--- src/rtl/seq_divider_pkg.sv ---
// rtl/seq_divider_pkg.sv - shared widths and FSM state type for the 32/16 sequential divider
package seq_divider_pkg;

   localparam int DIVIDEND_W = 32;
   localparam int DIVISOR_W  = 16;
   localparam int ITER_N     = 32;
   localparam int CNT_W      = $clog2(ITER_N);
   // One guard bit above the divisor width keeps the shifted compare exact
   localparam int PREM_W     = DIVISOR_W + 1;

   typedef enum logic [1:0] {
      IDLE = 2'd0,
      BUSY = 2'd1,
      DONE = 2'd2
   } div_state_e;

endpackage

--- src/rtl/seq_divider_32by16_div_step.sv ---
// rtl/seq_divider_32by16_div_step.sv - one radix-2 restoring shift/compare/subtract step
module div_step
   import seq_divider_pkg::*;
(
   input  logic [PREM_W-1:0]    prem_in,
   input  logic                 bit_in,
   input  logic [DIVISOR_W-1:0] divisor,
   output logic [PREM_W-1:0]    prem_out,
   output logic                 q_bit
);

   logic [PREM_W:0] shifted;

   always_comb begin
      shifted  = {prem_in, bit_in};
      q_bit    = (shifted >= (PREM_W+1)'(divisor));
      prem_out = PREM_W'(q_bit ? (shifted - (PREM_W+1)'(divisor)) : shifted);
   end

endmodule

--- src/rtl/seq_divider_32by16.sv ---
// rtl/seq_divider_32by16.sv - 32/16 unsigned sequential restoring divider, valid/ready handshake
// Optional: SEQ_DIVIDER_DIV_ZERO_EN adds div_zero and a one-cycle zero-divisor shortcut.
module seq_divider_32by16
   import seq_divider_pkg::*;
(
   input  logic                  clk,
   input  logic                  rst_sync,
   input  logic                  in_valid,
   output logic                  in_ready,
   input  logic [DIVIDEND_W-1:0] dividend,
   input  logic [DIVISOR_W-1:0]  divisor,
   output logic                  out_valid,
   input  logic                  out_ready,
   output logic [DIVIDEND_W-1:0] quotient,
   output logic [DIVISOR_W-1:0]  remainder
`ifdef SEQ_DIVIDER_DIV_ZERO_EN
   ,
   output logic                  div_zero
`endif
);

   div_state_e state;
   div_state_e next_state;

   logic [DIVIDEND_W-1:0] dvd_q;
   logic [DIVISOR_W-1:0]  dvs_q;
   logic [PREM_W-1:0]     prem_q;
   logic [DIVIDEND_W-1:0] quo_q;
   logic [CNT_W-1:0]      cnt_q;

   logic [PREM_W-1:0]     step_prem;
   logic                  step_qbit;
   logic                  accept;
   logic                  last_step;
   logic                  zero_fast;

`ifdef SEQ_DIVIDER_DIV_ZERO_EN
   logic div_zero_q;
   assign zero_fast = (divisor == '0);
   assign div_zero  = div_zero_q;
`else
   assign zero_fast = 1'b0;
`endif

   assign accept    = in_valid && in_ready;
   assign last_step = (cnt_q == CNT_W'(ITER_N - 1));
   assign quotient  = quo_q;
   assign remainder = prem_q[DIVISOR_W-1:0];

   div_step u_div_step (
      .prem_in  (prem_q),
      .bit_in   (dvd_q[DIVIDEND_W-1]),
      .divisor  (dvs_q),
      .prem_out (step_prem),
      .q_bit    (step_qbit)
   );

   always_ff @(posedge clk) begin
      if (rst_sync) begin
         state <= IDLE;
      end else begin
         state <= next_state;
      end
   end

   always_comb begin
      next_state = state;
      in_ready   = 1'b0;
      out_valid  = 1'b0;
      case (state)
         IDLE: begin
            in_ready = 1'b1;
            if (in_valid) begin
               next_state = zero_fast ? DONE : BUSY;
            end
         end
         BUSY: begin
            if (last_step) begin
               next_state = DONE;
            end
         end
         DONE: begin
            out_valid = 1'b1;
            if (out_ready) begin
               next_state = IDLE;
            end
         end
         default: next_state = IDLE;
      endcase
   end

   // Dividend register doubles as the MSB-first bit source for the step.
   // A zero divisor needs no special case in the iterative path: every step
   // yields a 1 and the partial remainder ends up holding the dividend's low bits.
   always_ff @(posedge clk) begin
      if (rst_sync) begin
         dvd_q  <= '0;
         dvs_q  <= '0;
         prem_q <= '0;
         quo_q  <= '0;
         cnt_q  <= '0;
`ifdef SEQ_DIVIDER_DIV_ZERO_EN
         div_zero_q <= 1'b0;
`endif
      end else if (accept) begin
         dvd_q <= dividend;
         dvs_q <= divisor;
         cnt_q <= '0;
         if (zero_fast) begin
            quo_q  <= '1;
            prem_q <= {1'b0, dividend[DIVISOR_W-1:0]};
         end else begin
            prem_q <= '0;
         end
`ifdef SEQ_DIVIDER_DIV_ZERO_EN
         div_zero_q <= zero_fast;
`endif
      end else if (state == BUSY) begin
         dvd_q  <= {dvd_q[DIVIDEND_W-2:0], 1'b0};
         prem_q <= step_prem;
         quo_q  <= {quo_q[DIVIDEND_W-2:0], step_qbit};
         cnt_q  <= cnt_q + 1'b1;
      end
   end

endmodule

--- config.mk ---
export PLATFORM = sky130hd
export DESIGN_NAME = seq_divider_32by16
export DESIGN_NICKNAME = d
export VERILOG_FILES = /design/src/rtl/seq_divider_pkg.sv /design/src/rtl/seq_divider_32by16_div_step.sv /design/src/rtl/seq_divider_32by16.sv
export SDC_FILE = /design/constraint.sdc
export NUM_CORES = 1
export LEC_CHECK = 0
export ABC_AREA = 1
export CAP_MARGIN = 20
export CORE_MARGIN = 2
export CORE_UTILIZATION = 50
export CTS_CLUSTER_DIAMETER = 150
export DETAILED_ROUTE_END_ITERATION = 16
export DONT_BUFFER_PORTS = 1
export PLACE_DENSITY = 0.66
export SYNTH_ARGS = -nofsm -noshare
export SYNTH_HDL_FRONTEND = slang
export SYNTH_SLANG_ARGS = --single-unit
--- constraint.sdc ---
create_clock -name clk -period 2.5 [get_ports clk]
set_input_delay 0.125 -clock clk [delete_from_list [all_inputs] [get_ports clk]]
set_output_delay 0.125 -clock clk [all_outputs]
set_load 0.01 [all_outputs]
==> results.toml, run 1 <==
[clock_tree]
cts_sinks = 104
htreeDepth = 3
cts-root-buf = "clkbuf_8"
tritoncts = "done"
cts_buffers = 9
clk_latency_ns = 0.38
clkTransAtPathRegs_ns = 0.11
clockBufferDepth = 2

[power]
vdd_ir_drop_max_v = 0.000402
power_density_mw_per_mm2 = 637
power_leakage_nw = 2.85

[cells_and_area]
layout_commonest_cell = "nand2_1"
layout_common_cells = "nand2_1 (235), nor2_1 (110), dfxtp_1 (104)"
diodes = 0
drive_above_1_share = 0.0663
syn_to_final_growth_pct = 16.6
final_nets = 911

[sta]
max_freq_mhz = 432
setup_tns_ns = 0
finalWorstSetupSlack_ns = 0.187
hold_viol_final = 0
fin_skew_ns = 0.0151
slew_headroom = 0.393
worst_pin_slew_ns = 0.909
report.final.slew_viol_count = 0
setup_viol = 0
period_minus_slack_ns = 2.31
rsz0062_at_grt = "false"
finalCritPeriodShare = 0.925

[worst_hold_path]
min_path_type = "input port to flip-flop"
holdPathStages = 2

[grt]
grt_pass1_vias = 4916
grt_max_degree = 79
antenna_found_initial = 0
grt_usage = 0.239
grt_overflow = 0
grt_pass1_wl_microns = 22400

[routing]
drtIter0Drc = 264
first_pass_iters = 4
drc_errors = 0
wl_microns = 13100
via_per_inst = 5.12
vias = 5020
ant_nets = 0
drt-wirelength-per-cell_microns = 13.3

[logic_synthesis]
ys_seq_area_frac = 0.386
synth.distinct_cells = 34
synth.avg_cell_area_sq_um = 6.72
syn_area_sq_mm = 0.00540
ys_warn_count = 0
syn_nets = 874
syn-instance-count = 803
ys_ff_latch = 104

[placement]
hpwl_microns = 8650
io_buffer_count = 0
routabilityCongestion = 0.894
dp_slack_ns = 0.323

[floorplanning]
die_x_microns = 108
core_area_sq_mm = 0.0104
ios = 102
rows = 37
start_util = 0.518
dieArea_sq_mm = 0.0116
die_height_microns = 108

[critical_path]
crit_arrival_ns = 2.65
cp_data_required_time_ns = 2.83
reg2reg_depth = 8
worstSetupPathType = "flip-flop to flip-flop"
crit_path_start_kind = "flip-flop"
crit_fanout = 26
cp-end-kind = "flip-flop"

[run_status]
status = "complete, no violations"

[job]
drv_cap = 0
## logic make-up (layout without fill, tap and decap cells)
group | after synthesis | in the layout | synth area share
AO/OA/AOI/OAI | 116 | 116 | 0.117
XOR/XNOR | 8 | 8 | 0.0130
adder cells (fa/ha/maj) | 19 | 19 | 0.0455
buffers and inverters | 141 | 183 | 0.113
flip-flops | 104 | 104 | 0.386
AND/OR/NAND/NOR | 415 | 415 | 0.326
## synthesized netlist by cell type
master	instances	area, sq um
nand2_1	235	882
inv_1	81	304
nand4_1	11	68.8
and2_1	2	12.5
nor2_2	4	25.0
dfxtp_1	104	2080
nand3_1	29	145
nor3_4	1	16.3
buf_2	8	40.0
fa_1	1	20.0
nand2_2	3	18.8
nand3_2	6	60.1
ha_1	18	225
buf_4	16	120
inv_2	8	30.0
nand2_4	2	22.5
nor3_1	6	30.0
nor3_2	1	10.0
o211ai_1	1	7.51
xor2_1	4	35.0
or2_2	1	6.26
a21oi_1	32	160
buf_8	1	15.0
o21a_1	1	7.51
nor2_1	111	417
clkbuf_1	26	97.6
xnor2_1	4	35.0
o21ai_0	49	245
nand3_4	2	35.0
nand3b_1	1	7.51
a31oi_1	31	194
clkinv_1	1	3.75
a21oi_2	1	8.76
a21o_1	1	7.51
## through the flow
stage	util	hold slack (ns)	instance area, sq um	power [mW]	cells
after detailed placement	0.519	0.200	5410	2.85	898
after global routing	0.604	0.0127	6290	4.25	981
after floorplan	-	0.274	5400	2.67	803
final	0.604	0.0201	6290	4.01	981
after global placement	0.517	0.198	5380	2.82	897
after CTS	0.604	0.000280	6290	4.03	981
## sequential cells by signal, indices dropped and copies added, names as in the netlist
register and cells:
dvd_q 32, quotient 32, prem_q 17, dvs_q 16, cnt_q 5, state 2
## metal layers
layer,up-vias,wire [microns],track usage
met3,16,744,0.0581
met4,0,186,0.0815
li1,2599,-,-
met1,2282,5930,0.297
met5,-,0,0
met2,123,6200,0.403
## area by class of cell
cell class	count	area, sq um
Tap cell	136	170
Timing Repair Buffer	77	788
Inverter	90	338
Sequential cell	104	2080
Clock inverter	6	73.8
Clock buffer	10	128
Fill cell	965	4130
Multi-Input combinational cell	558	2710
## what timing repair did
item,4_1_cts,5_1_grt
resized for setup,0,0
buffers inserted,0,0
hold buffers,67,0
endpoints found under the hold margin,51,0
## power breakdown
| part | leakage (nW) | total [mW] | switching [mW] | internal [mW] |
|---|---|---|---|---|
| logic | 1.90 | 1.03 | 0.642 | 0.391 |
| registers | 0.854 | 1.88 | 0.108 | 1.78 |
| clock network | 0.0954 | 1.09 | 0.615 | 0.478 |
## path summary, 6_finish.rpt
check,from,endpoint,slack [ns]
setup / recovery,state[1],dvd_q[16],0.19
hold / removal,rst_sync,dvd_q[25],0.02
setup reg to reg,state[1],dvd_q[16],0.19
hold reg to reg,dvs_q[10],dvs_q[10],0.47
## critical path, cell delays in order (launching register included)
cell and delay, ns:
dfxtp_1 0.42, nor2_1 0.13, nand2_1 0.11, clkinv_1 0.22, nor2_2 0.40, buf_16 0.21
nand2_1 0.06, a31oi_1 0.14, dlygate4sd3_1 0.57
(Power assumes the default switching activity.)
==> run 2, diff against run 1 <==
ABC_AREA = unset   (was 1)
==> run 2 against run 1 <==
Compared with the run above: global-route usage grew 0.25 points; clock skew grew 0.0054 ns; clock power is essentially flat; setup slack lost 0.050 ns; largest cell class unchanged.
==> results.toml, run 2 <==
[sta]
fin_skew_ns = 0.0205
setup_viol = 0
period_minus_slack_ns = 2.36
max_freq_mhz = 423
worst_pin_slew_ns = 0.496
slew_headroom = 0.661
finalCritPeriodShare = 0.945
hold_viol_final = 0
report.final.slew_viol_count = 0

[floorplanning]
die_x_microns = 106
core_area_sq_mm = 0.0102
ios = 102
start_util = 0.508
die_height_microns = 106
rows = 37
dieArea_sq_mm = 0.0112

[critical_path]
cp_data_required_time_ns = 2.80
reg2reg_depth = 8
crit_fanout = 15
cp-end-kind = "flip-flop"
worstSetupPathType = "flip-flop to flip-flop"
crit_arrival_ns = 2.66
reg2reg_from = "dvs_q[14]"
rrSetupSlack_ns = 0.14
crit_path_start_kind = "flip-flop"
r2r_end = "prem_q[13]"

[worst_hold_path]
hold_start = "dividend[31]"
holdPathStages = 2
holdPathEnd = "dvd_q[31]"
min_path_type = "input port to flip-flop"

[logic_synthesis]
syn_nets = 725
synth_ff_type = "dfxtp_1"
synth_top_area_cell = "dfxtp_1"
synthArstFlopShare = 0
synth.distinct_cells = 61
yosysMostFrequentCell = "nand2_1"
synth-edff-count = 0
ys_seq_area_frac = 0.400
synth.area.top_cells = "dfxtp_1 (40%), nand2_1 (10%), a21oi_1 (10%)"
synth.avg_cell_area_sq_um = 7.95
yosys-top-cells-count = "nand2_1 (142), a21oi_1 (106), dfxtp_1 (104), clkbuf_1 (33), a22oi_1 (32)"
syn-instance-count = 654
yosys.area.top_type_share = 0.400
ys_warn_count = 0
syn_area_sq_mm = 0.00520
ys_ff_latch = 104

[placement]
dp.cells = 755
io_buffer_count = 0
hpwl_microns = 8880
dpl_cell_area_sq_mm = 0.00529
routabilityCongestion = 0.898

[routing]
drc_errors = 0
drtIter0Drc = 335
drt-wirelength-per-cell_microns = 16.1
vias = 4691
via_per_inst = 5.71
first_pass_iters = 5
ant_nets = 0
wl_microns = 13200

[power]
power_density_mw_per_mm2 = 685
p_total_mw = 4.13
vdd_ir_drop_max_v = 0.000324
power_leakage_nw = 2.25

[cells_and_area]
layout_common_cells = "nand2_1 (142), a21oi_1 (106), dfxtp_1 (104)"
fin_area_sq_mm = 0.00603
drive_above_1_share = 0.0978
final_cells = 821
final_util = 0.590
layout_commonest_cell = "nand2_1"
diodes = 0
fillers = 933
syn_to_final_growth_pct = 16.0
final_nets = 751

[clock_tree]
htreeDepth = 3
clkTransAtPathRegs_ns = 0.09
cts_buffers = 9
cts-root-buf = "clkbuf_8"
clk_latency_ns = 0.36
cts_sinks = 104
tritoncts = "done"
clockBufferDepth = 2

[grt]
grt_overflow = 0
grt_usage = 0.242
antenna_found_initial = 0
grt_pass1_vias = 4716
grt_pass1_wl_microns = 22100
grt_max_degree = 88

[run_status]
status = "complete, no violations"

[job]
drv_cap = 0
## run 2: where the power goes
group | internal, mW | total [mW] | switching (mW)
Combinational | 0.566 | 1.27 | 0.705
Sequential | 1.73 | 1.79 | 0.0568
Clock | 0.495 | 1.07 | 0.577
## run 2: cells by family (layout without fill, tap and decap cells)
logic type,count (synthesis),in the layout,share of synthesized area
fa+ha+maj,19,19,0.0472
mux,10,10,0.0193
buf+inv,88,119,0.0883
flops,104,104,0.400
xor+xnor,9,9,0.0152
simple gates,222,222,0.190
compound gates,202,202,0.240
## run 2: per-layer routing
layer / wire, microns / share of wire / vias up / global-route usage
li1: - / - / 2310 / -
met1: 5350 / 0.41 / 2216 / 0.287
met2: 6800 / 0.52 / 141 / 0.428
met3: 783 / 0.059 / 24 / 0.0478
met4: 260 / 0.020 / 0 / 0.0949
met5: 0 / 0 / - / 0
## run 2: critical path, cell delays in order (launching register included)
cell,delay (ns)
dfxtp_1,0.34
inv_1,0.04
ha_1,0.35
nand4_1,0.26
nor4_4,0.37
a21oi_2,0.12
buf_12,0.17
or4b_1,0.52
a21oi_1,0.13
## run 2: worst max path at each step
stage,from,end,slack (ns)
after detailed placement,dvd_q[31],prem_q[1],0.08
after global placement,dvd_q[31],prem_q[1],0.12
after CTS,dvd_q[31],prem_q[1],0.05
after floorplan,dvd_q[31],prem_q[16],0.29
after global routing,dvs_q[14],prem_q[13],-0.05
final,dvs_q[14],prem_q[13],0.14
## run 2: per-stage QoR
stage / TNS (ns) / hold WS, ns / worst slack [ns]
after floorplan: 0 / 0.261 / 0.288
after global placement: 0 / 0.199 / 0.117
after detailed placement: 0 / 0.202 / 0.0844
after CTS: 0 / 0.0106 / 0.0473
after global routing: -0.0452 / 0.0148 / -0.0452
final: 0 / 0.0344 / 0.137
## run 2: cell type report
type / instances / area [sq um] / share of cell area
Multi-Input combinational cell: 462 / 2700 / 0.447
Sequential cell: 104 / 2080 / 0.345
Timing Repair Buffer: 79 / 791 / 0.131
Tap cell: 136 / 170 / 0.0282
Clock buffer: 10 / 138 / 0.0228
Inverter: 24 / 90.1 / 0.0149
Clock inverter: 6 / 65.1 / 0.0108
## run 2: repair_timing
item	4_1_cts	5_1_grt
endpoints found under the setup margin	0	16
resized for setup	0	6
hold buffers	49	0
endpoints found under the hold margin	82	0
setup buffers	0	1
==> run 3, diff against run 2 <==
CTS_BUF_LIST = sky130_fd_sc_hd__clkbuf_4 sky130_fd_sc_hd__clkbuf_8   (was unset)
RECOVER_POWER = 25   (was unset)
==> run 3 against run 2 <==
Compared with the run above: utilization decreased by 0.11 points; count of clock-buffer cells in the layout unchanged; non-clock buffer count unchanged; sequential power about the same; combinational power about the same; critical endpoint unchanged.
==> results.toml, run 3 (synthesized netlist as in run 2, its figures left out) <==
[run_status]
status = "complete, no violations"

[power]
vdd_ir_drop_max_v = 0.000324
power_leakage_nw = 2.23
power_density_mw_per_mm2 = 686

[critical_path]
path_cells = "inv_1 > ha_1 > nand4_1 > nor4_4 > a21oi_2 > buf_12 > or4b_1 > a21oi_1"
worstSetupPathType = "flip-flop to flip-flop"
crit_arrival_ns = 2.66
slowest_stage = "or4b_1"
crit_path_start_kind = "flip-flop"
path_delay_family = "simple AND/OR/NAND/NOR gates"
cpPeakStageDelay_ns = 0.52
crit_fanout = 15
cp-end-kind = "flip-flop"
cp_data_required_time_ns = 2.80
worst-path-buf-inv = 2

[clock_tree]
cts_sinks = 104
cts-root-buf = "clkbuf_8"
clkTransAtPathRegs_ns = 0.10
htreeDepth = 3
tritoncts = "done"
clk_latency_ns = 0.36
cts_buffers = 9
clockBufferDepth = 2

[routing]
drt-wirelength-per-cell_microns = 16.1
drtIter0Drc = 335
wl_microns = 13200
ant_nets = 0
via_per_inst = 5.73
vias = 4708
drc_errors = 0
first_pass_iters = 5

[sta]
worst_pin_slew_ns = 0.496
fin_skew_ns = 0.0201
period_minus_slack_ns = 2.36
report.final.slew_viol_count = 0
finalCritPeriodShare = 0.945
whs_ns = 0.0329
setup_viol = 0
hold_viol_final = 0
slew_headroom = 0.661
max_freq_mhz = 423

[cells_and_area]
layout_commonest_cell = "nand2_1"
syn_to_final_growth_pct = 15.8
diodes = 0
final_nets = 751
layout_common_cells = "nand2_1 (142), a21oi_1 (106), dfxtp_1 (104)"
drive_above_1_share = 0.0934
fin_area_sq_mm = 0.00602

[worst_hold_path]
min_path_type = "input port to flip-flop"

[grt]
grt_usage = 0.242
antenna_found_initial = 0
grt_util_met3 = 0.0478
grtUsageMet1 = 0.287
grt_busiest_layer = "met2"
grt_max_degree = 88
grt_pass1_wl_microns = 22100
met2_usage = 0.428
grt_overflow = 0
grt_pass1_vias = 4716

[job]
drv_cap = 0

[floorplanning]
die_height_microns = 106
dieArea_sq_mm = 0.0112
ios = 102
core_area_sq_mm = 0.0102
start_util = 0.508
rows = 37
die_x_microns = 106

[placement]
dpl_cell_area_sq_mm = 0.00529
io_buffer_count = 0
routabilityCongestion = 0.898
hpwl_microns = 8880
-- run 3: metal layers --
metal / part of all wire / up-vias
met5: 0 / -
met4: 0.020 / 0
met3: 0.059 / 24
met2: 0.52 / 144
met1: 0.41 / 2230
li1: - / 2310
-- run 3: final timing paths --
path         slack [ns]         start          to  depth (start not counted)
min                0.03  dividend[31]   dvd_q[31]                          2
max                0.14     dvs_q[14]  prem_q[13]                          8
max reg2reg        0.14     dvs_q[14]  prem_q[13]                          8
min reg2reg        0.46      dvs_q[1]    dvs_q[1]                          2
-- run 3: repair_timing --
item                                    in CTS  in global routing
endpoints found under the hold margin       82                  0
hold buffers                                49                  0
endpoints found under the setup margin       0                 16
buffers inserted                             0                  1
gates resized for setup                      0                  6
-- run 3: final cells by class --
cell class	count	area, sq um
fillers	935	4210
multi-input cells	462	2700
flip-flops and latches	104	2080
repair buffers	79	779
well taps	136	170
clock buffers	10	138
inverters	24	90.1
clock inverters	6	65.1
-- run 3: where the power goes --
group / switching [mW] / internal, mW / total, mW
combinational: 0.706 / 0.564 / 1.27
clock: 0.578 / 0.495 / 1.07
sequential: 0.0567 / 1.73 / 1.79
-- run 3: through the flow --
| stage | power [mW] | instances | setup slack, ns | TNS (ns) | util |
|---|---|---|---|---|---|
| floorplan | 2.70 | 654 | 0.288 | 0 | - |
| global placement | 2.93 | 754 | 0.117 | 0 | 0.514 |
| detailed placement | 2.97 | 755 | 0.0844 | 0 | 0.517 |
| CTS | 4.13 | 820 | 0.0473 | 0 | 0.586 |
| global route | 4.36 | 821 | -0.0452 | -0.0452 | 0.589 |
| finish | 4.13 | 821 | 0.137 | 0 | 0.589 |
